**config.mk**
```make
export PLATFORM = sky130hd
export DESIGN_NAME = rr_mux_arbiter
export DESIGN_NICKNAME = d
export VERILOG_FILES = /design/src/rtl/rr_arb_pkg.sv /design/src/rtl/onehotmux.sv /design/src/rtl/rr_pick.sv /design/src/rtl/rr_mux_arbiter.sv
export SDC_FILE = /design/constraint.sdc
export NUM_CORES = 1
export LEC_CHECK = 0
export BUFFER_PORTS_ARGS = -buffer_cell sky130_fd_sc_hd__buf_2
export CORE_AREA = 2 2 129 131
export CTS_BUF_LIST = sky130_fd_sc_hd__clkbuf_4
export CTS_CLUSTER_SIZE = 14
export DETAILED_ROUTE_END_ITERATION = 10
export DIE_AREA = 0 0 131 133
export PLACE_DENSITY = 0.6
export SYNTH_ARGS = -nofsm -noshare
export SYNTH_HDL_FRONTEND = slang
export SYNTH_HIERARCHICAL = 1
export SYNTH_SLANG_ARGS = --single-unit
```
**constraint.sdc**
```tcl
create_clock -name clk -period 11.8 [get_ports clk]
set_clock_uncertainty 0.15 [all_clocks]
set_input_delay 1.77 -clock clk [delete_from_list [all_inputs] [get_ports clk]]
set_output_delay 1.77 -clock clk [all_outputs]
set_load 0.01 [all_outputs]
```
**src/rtl/rr_arb_pkg.sv**
```systemverilog
// Shared types for the round-robin mux arbiter.
// Holds requester count, FSM state enum, pointer type and a one-hot encoder.
package rr_arb_pkg;

   localparam int NUM_REQ = 8;

   typedef enum logic {
      EMPTY = 1'b0,
      FULL  = 1'b1
   } state_t;

   typedef logic [2:0] ptr_t;

   // Index of the set bit of a one-hot (or zero) vector; 0 when empty.
   function automatic ptr_t onehot2idx(input logic [NUM_REQ-1:0] oh);
      ptr_t idx;
      idx = '0;
      for (int i = 0; i < NUM_REQ; i++) begin
         if (oh[i]) idx = idx | ptr_t'(i);
      end
      return idx;
   endfunction

endpackage

```
**src/rtl/onehotmux.sv**
```systemverilog
// Generic AND-OR one-hot multiplexer.
// Ports: sel (one-hot or 0), data (N words), out (selected word or 0).
module onehotmux #(
   parameter int N     = 8,
   parameter int WIDTH = 32
) (
   input  logic [N-1:0]            sel,
   input  logic [N-1:0][WIDTH-1:0] data,
   output logic [WIDTH-1:0]        out
);

   always_comb begin
      out = '0;
      for (int i = 0; i < N; i++) begin
         out = out | (data[i] & {WIDTH{sel[i]}});
      end
   end

endmodule

```
**src/rtl/rr_pick.sv**
```systemverilog
// Rotating-priority search: first set req bit from ptr+1 upward, mod 8.
// Ports: req (requests), ptr (last grant), gnt (one-hot grant or 0).
module rr_pick
   import rr_arb_pkg::*;
(
   input  logic [NUM_REQ-1:0] req,
   input  ptr_t               ptr,
   output logic [NUM_REQ-1:0] gnt
);

   ptr_t w_idx;
   logic w_found;

   always_comb begin
      gnt     = '0;
      w_found = 1'b0;
      w_idx   = '0;
      // k = 8 wraps to ptr itself, so the last grantee is lowest priority
      for (int k = 1; k <= NUM_REQ; k++) begin
         w_idx = ptr + ptr_t'(k);
         if (!w_found && req[w_idx]) begin
            gnt[w_idx] = 1'b1;
            w_found    = 1'b1;
         end
      end
   end

endmodule

```
**src/rtl/rr_mux_arbiter.sv**
```systemverilog
// Round-robin 8:1 arbiter with a one-word registered output stage.
// Ports: clk, reset (sync, active-high), req/in0..in7 requesters, ack pulse,
//        out_valid/out_ready/out_data handshake, sel grant of held word,
//        stall_count (live only with RR_ARB_STALL_CNT_EN defined, else 0).
module rr_mux_arbiter
   import rr_arb_pkg::*;
#(
   parameter int WIDTH = 32
) (
   input  logic                clk,
   input  logic                reset,
   input  logic [NUM_REQ-1:0]  req,
   input  logic [WIDTH-1:0]    in0,
   input  logic [WIDTH-1:0]    in1,
   input  logic [WIDTH-1:0]    in2,
   input  logic [WIDTH-1:0]    in3,
   input  logic [WIDTH-1:0]    in4,
   input  logic [WIDTH-1:0]    in5,
   input  logic [WIDTH-1:0]    in6,
   input  logic [WIDTH-1:0]    in7,
   output logic [NUM_REQ-1:0]  ack,
   output logic                out_valid,
   input  logic                out_ready,
   output logic [WIDTH-1:0]    out_data,
   output logic [NUM_REQ-1:0]  sel,
   output logic [15:0]         stall_count
);

   state_t                     r_state;
   ptr_t                       r_ptr;
   logic [WIDTH-1:0]           r_data;
   logic [NUM_REQ-1:0]         r_sel;

   logic [NUM_REQ-1:0]         w_gnt;
   logic [NUM_REQ-1:0][WIDTH-1:0] w_in;
   logic [WIDTH-1:0]           w_mux;
   logic                       w_can_cap;
   logic                       w_take;

   assign w_in[0] = in0;
   assign w_in[1] = in1;
   assign w_in[2] = in2;
   assign w_in[3] = in3;
   assign w_in[4] = in4;
   assign w_in[5] = in5;
   assign w_in[6] = in6;
   assign w_in[7] = in7;

   rr_pick u_pick (
      .req (req),
      .ptr (r_ptr),
      .gnt (w_gnt)
   );

   onehotmux #(
      .N     (NUM_REQ),
      .WIDTH (WIDTH)
   ) u_mux (
      .sel  (w_gnt),
      .data (w_in),
      .out  (w_mux)
   );

   assign w_can_cap = (r_state == EMPTY) || out_ready;
   // Capture only outside reset; ack mirrors the capture in the same cycle
   assign w_take    = w_can_cap && !reset && (|req);
   assign ack       = w_take ? w_gnt : '0;

   always_ff @(posedge clk) begin
      if (reset) begin
         r_state <= EMPTY;
         r_ptr   <= ptr_t'(NUM_REQ - 1);
         r_data  <= '0;
         r_sel   <= '0;
      end else if (w_can_cap) begin
         if (|req) begin
            r_state <= FULL;
            r_ptr   <= onehot2idx(w_gnt);
            r_data  <= w_mux;
            r_sel   <= w_gnt;
         end else begin
            r_state <= EMPTY;
            r_sel   <= '0;
         end
      end
   end

   assign out_valid = (r_state == FULL);
   assign out_data  = r_data;
   assign sel       = r_sel;

`ifdef RR_ARB_STALL_CNT_EN
   logic [15:0] r_stall;

   always_ff @(posedge clk) begin
      if (reset) begin
         r_stall <= '0;
      end else if (out_valid && !out_ready && (r_stall != 16'hFFFF)) begin
         r_stall <= r_stall + 16'd1;
      end
   end

   assign stall_count = r_stall;
`else
   assign stall_count = '0;
`endif

endmodule

```
==> key figures <==
Run status
  • Status: finished, final reports clean

Finish
  • Fill cell count: about 1700
  • Syn-to-layout area delta: 38.6%
  • Most frequent cells in the layout: buf_2, a22oi_1, nand2b_1
  • Multi-input logic area: ~3400 µm²
  • Non-Filler Instances: between 1000 and 1500
  • Layout cells sized above 1: 44.1%
  • Final Net Count: 1089
  • Register Area: 881 µm²
  • Final core utilization: between 30% and 40%
  • Most common cell after layout, fill and taps aside: buf_2

STA
  • Max-slew violations: 0
  • Slew headroom: 20.8%
  • Slew of the pin with the lowest slew margin: 1.17 ns
  • Maximum achievable frequency: 145 MHz
  • Fin crit share: between 50% and 60%
  • Final Critical Period: 6.89 ns
  • Worst hold slack: 0.327 ns
  • Fin. Hold Viols: 0
  • RSZ-0062 raised after global routing: no
  • Setup-failing EPs final: 0
  • Total negative slack: 0 ns

Critical path
  • FF-to-FF setup slack: 6.43 ns
  • Critical Path AT: 4.97 ns
  • FF-to-FF path depth: 14
  • Critical path origin: r_ptr[0]$_SDFFE_PP1P_
  • Worst path required time: 9.88 ns
  • Setup CP Type: register to primary output
  • Reg2reg end: out_data[12]$_SDFFE_PP0P_
  • CP max FO: 36
  • Worst Setup End Kind: primary output
  • CP Launch Type: register
  • Worst Setup EP: ack[5]
  • Critical R2R Launch: r_ptr[0]$_SDFFE_PP1P_

Power and ir drop
  • Switching Power: 768 µW
  • Flop pwr share: 16.8%
  • Combinational group share of total power: 77.9%
  • Net Sw Frac: 53.1%
  • Pwr Density: 230 nW/µm²
  • LEAKAGE: roughly 0.0030 µW
  • Clock power frac: 5.3%
  • Overall power: 1450 µW
  • Peak VDD IR: 0.133 mV
  • Int Pwr: 679 µW

CTS
  • CTS root buf: clkbuf_4
  • Post-cts repair resize count: 0
  • Total setup buffers inserted after CTS: 0
  • H-tree level count: 2
  • Worst-skew pair later-pin latency: 0.38 ns
  • Cts-stage hold buffer count: 0
  • Clock Tree Buf Depth: 2
  • TritonCTS clock tree: built
  • Clk sink count: 44
  • CTS Buf Count: 5
  • Clock transition at path regs: 0.15 ns

Global routing
  • GRT Overall Usage: 20.9%
  • Antenna violations before repair: 2
  • Largest net degree at the start of global routing: ~80
  • Vias in the first global route: between 5000 and 6000
  • Gr ovfl total: 0
  • Global-route wire length before repair: 28.3 mm

Synthesis
  • Avg Inst Size Synth: 8.52 µm²
  • Cell variety after synth: 57
  • Register area share after synthesis: roughly 19%
  • Post-synth EDFFs: 0
  • Synthesized area: 4530 µm²
  • #FFs+latches synth: 44
  • Async S/R FF share, synth: 0%
  • Synth Warn #: 6
  • Post-synth top flop: dfxtp_1
  • Mapped Cells: 532

Routing
  • DR vias: 5611
  • DRT Pass-1 Iters: 6
  • Vias/cell: 5.41
  • Uppermost layer routed: met5
  • Initial drt markers: 321
  • M1 WL: 8.32 mm
  • Routed length on met3: 1.55 mm
  • Met2 WL: between 9 and 10 mm
  • Post-DRT Antenna Nets: 0
  • Wirelength per Cell: 19.1 µm
  • DR DRC count: 0
  • Routed wire length: 19.8 mm

Hold path
  • Worst Hold Class: register to register

Floorplan
  • Die height: 133 µm
  • Initial Utilization: 28.0%
  • I/O pin count: approximately 330
  • Die area: 17400 µm²
  • Die width: 131 µm
  • Core area: 16200 µm²
  • Row count: 47

Place
  • Placer congestion estimate: 0.913
  • Inst Count DP: 1029
  • Port Buffers: 315
  • Hpwl dp: 14.2 mm

Run
  • Max-cap violation count: 0
## through the flow
stage          area (µm²)  worst slack (ns)
5_1_grt              6280              4.62
3_5_place_dp         6230              5.07
3_3_place_gp         6230              5.08
4_1_cts              6280              4.90
2_1_floorplan        4590              5.68
6_report             6280              4.91
## metal layers
metal  GRT usage [%]  up-vias
li1                -     2653
met1            27.1     2637
met2            36.0      296
met3            3.40       23
met4            4.91        2
met5               0        -
## worst max-delay path, cell delays in order (launching register included)
cell,delay (ns)
dfxtp_1,0.33
buf_4,0.37
inv_1,0.38
ha_1,0.73
mux4_1,0.33
nor4_1,0.10
nor4_4,0.56
and3b_2,0.31
a221oi_1,0.71
a21oi_4,0.10
buf_4,0.30
nor3b_1,0.20
buf_2,0.14
## power by group through the flow
stage                     sequential [µW]  clock, µW  combinational [µW]
after floorplan                       262          0                 748
after global placement                245          0                1110
after detailed placement              245          0                1110
after CTS                             243       84.5                1110
after global routing                  249       88.5                1220
final                                 243       76.7                1130
## area by class of cell
type                            count  share of cell area, %
Clock buffer                        5                  0.597
Multi-Input combinational cell    435                   54.1
Antenna cell                        1                 0.0398
Tap cell                          220                   4.38
Sequential cell                    44                   14.0
Inverter                            4                  0.239
Timing Repair Buffer              326                   26.4
Clock inverter                      3                  0.219
## worst min-delay path by stage
stage | start | end | slack (ns) | cells past startpoint
CTS | sel[3]$_SDFFE_PP0N_ | sel[3]$_SDFFE_PP0N_ | 0.32 | 2
floorplan | sel[0]$_SDFFE_PP0N_ | sel[0]$_SDFFE_PP0N_ | 0.33 | 2
global placement | sel[2]$_SDFFE_PP0N_ | sel[2]$_SDFFE_PP0N_ | 0.29 | 2
global route | out_data[2]$_SDFFE_PP0P_ | out_data[2]$_SDFFE_PP0P_ | 0.34 | 2
finish | sel[3]$_SDFFE_PP0N_ | sel[3]$_SDFFE_PP0N_ | 0.33 | 2
detailed placement | sel[3]$_SDFFE_PP0N_ | sel[3]$_SDFFE_PP0N_ | 0.30 | 2
## Yosys cell counts (all sizes together) (4+ instances only)
cell type / instances / area [µm²]
a22oi: 130 / 976
nand2b: 65 / 407
buf: 48 / 334
dfxtp: 44 / 881
mux2i: 39 / 390
nand4: 32 / 200
clkbuf: 16 / 61.3
a21oi: 15 / 78.8
nand2: 14 / 52.6
nor3b: 10 / 86.3
mux2: 8 / 90.1
mux4: 8 / 195
nor2: 8 / 30.0
nor3: 8 / 40.0
o211ai: 8 / 60.1
ha: 6 / 75.1
nor4: 6 / 58.8
a22o: 5 / 43.8
and3: 5 / 31.3
inv: 4 / 15.0
nand3: 4 / 20.0
or3: 4 / 25.0
## registers in the layout (all words and copies together) (netlist names)
name	cells
sel	8
out_data	32
r_ptr	3
out_valid	1
## kinds of logic (layout without fill, tap and decap cells)
group	count (synthesis)	count (layout)	synth area share (%)
xor gates and xnor gates	4	4	0.773
muxes	55	55	14.9
AOI/OAI and AO/OA	186	186	30.8
other	1	17	0.0827
DFF	44	44	19.4
and+or+nand+nor	168	168	23.3
adders and majority gates	6	6	1.66
buffers and inverters	68	338	9.05
(Power assumes the default switching activity.)
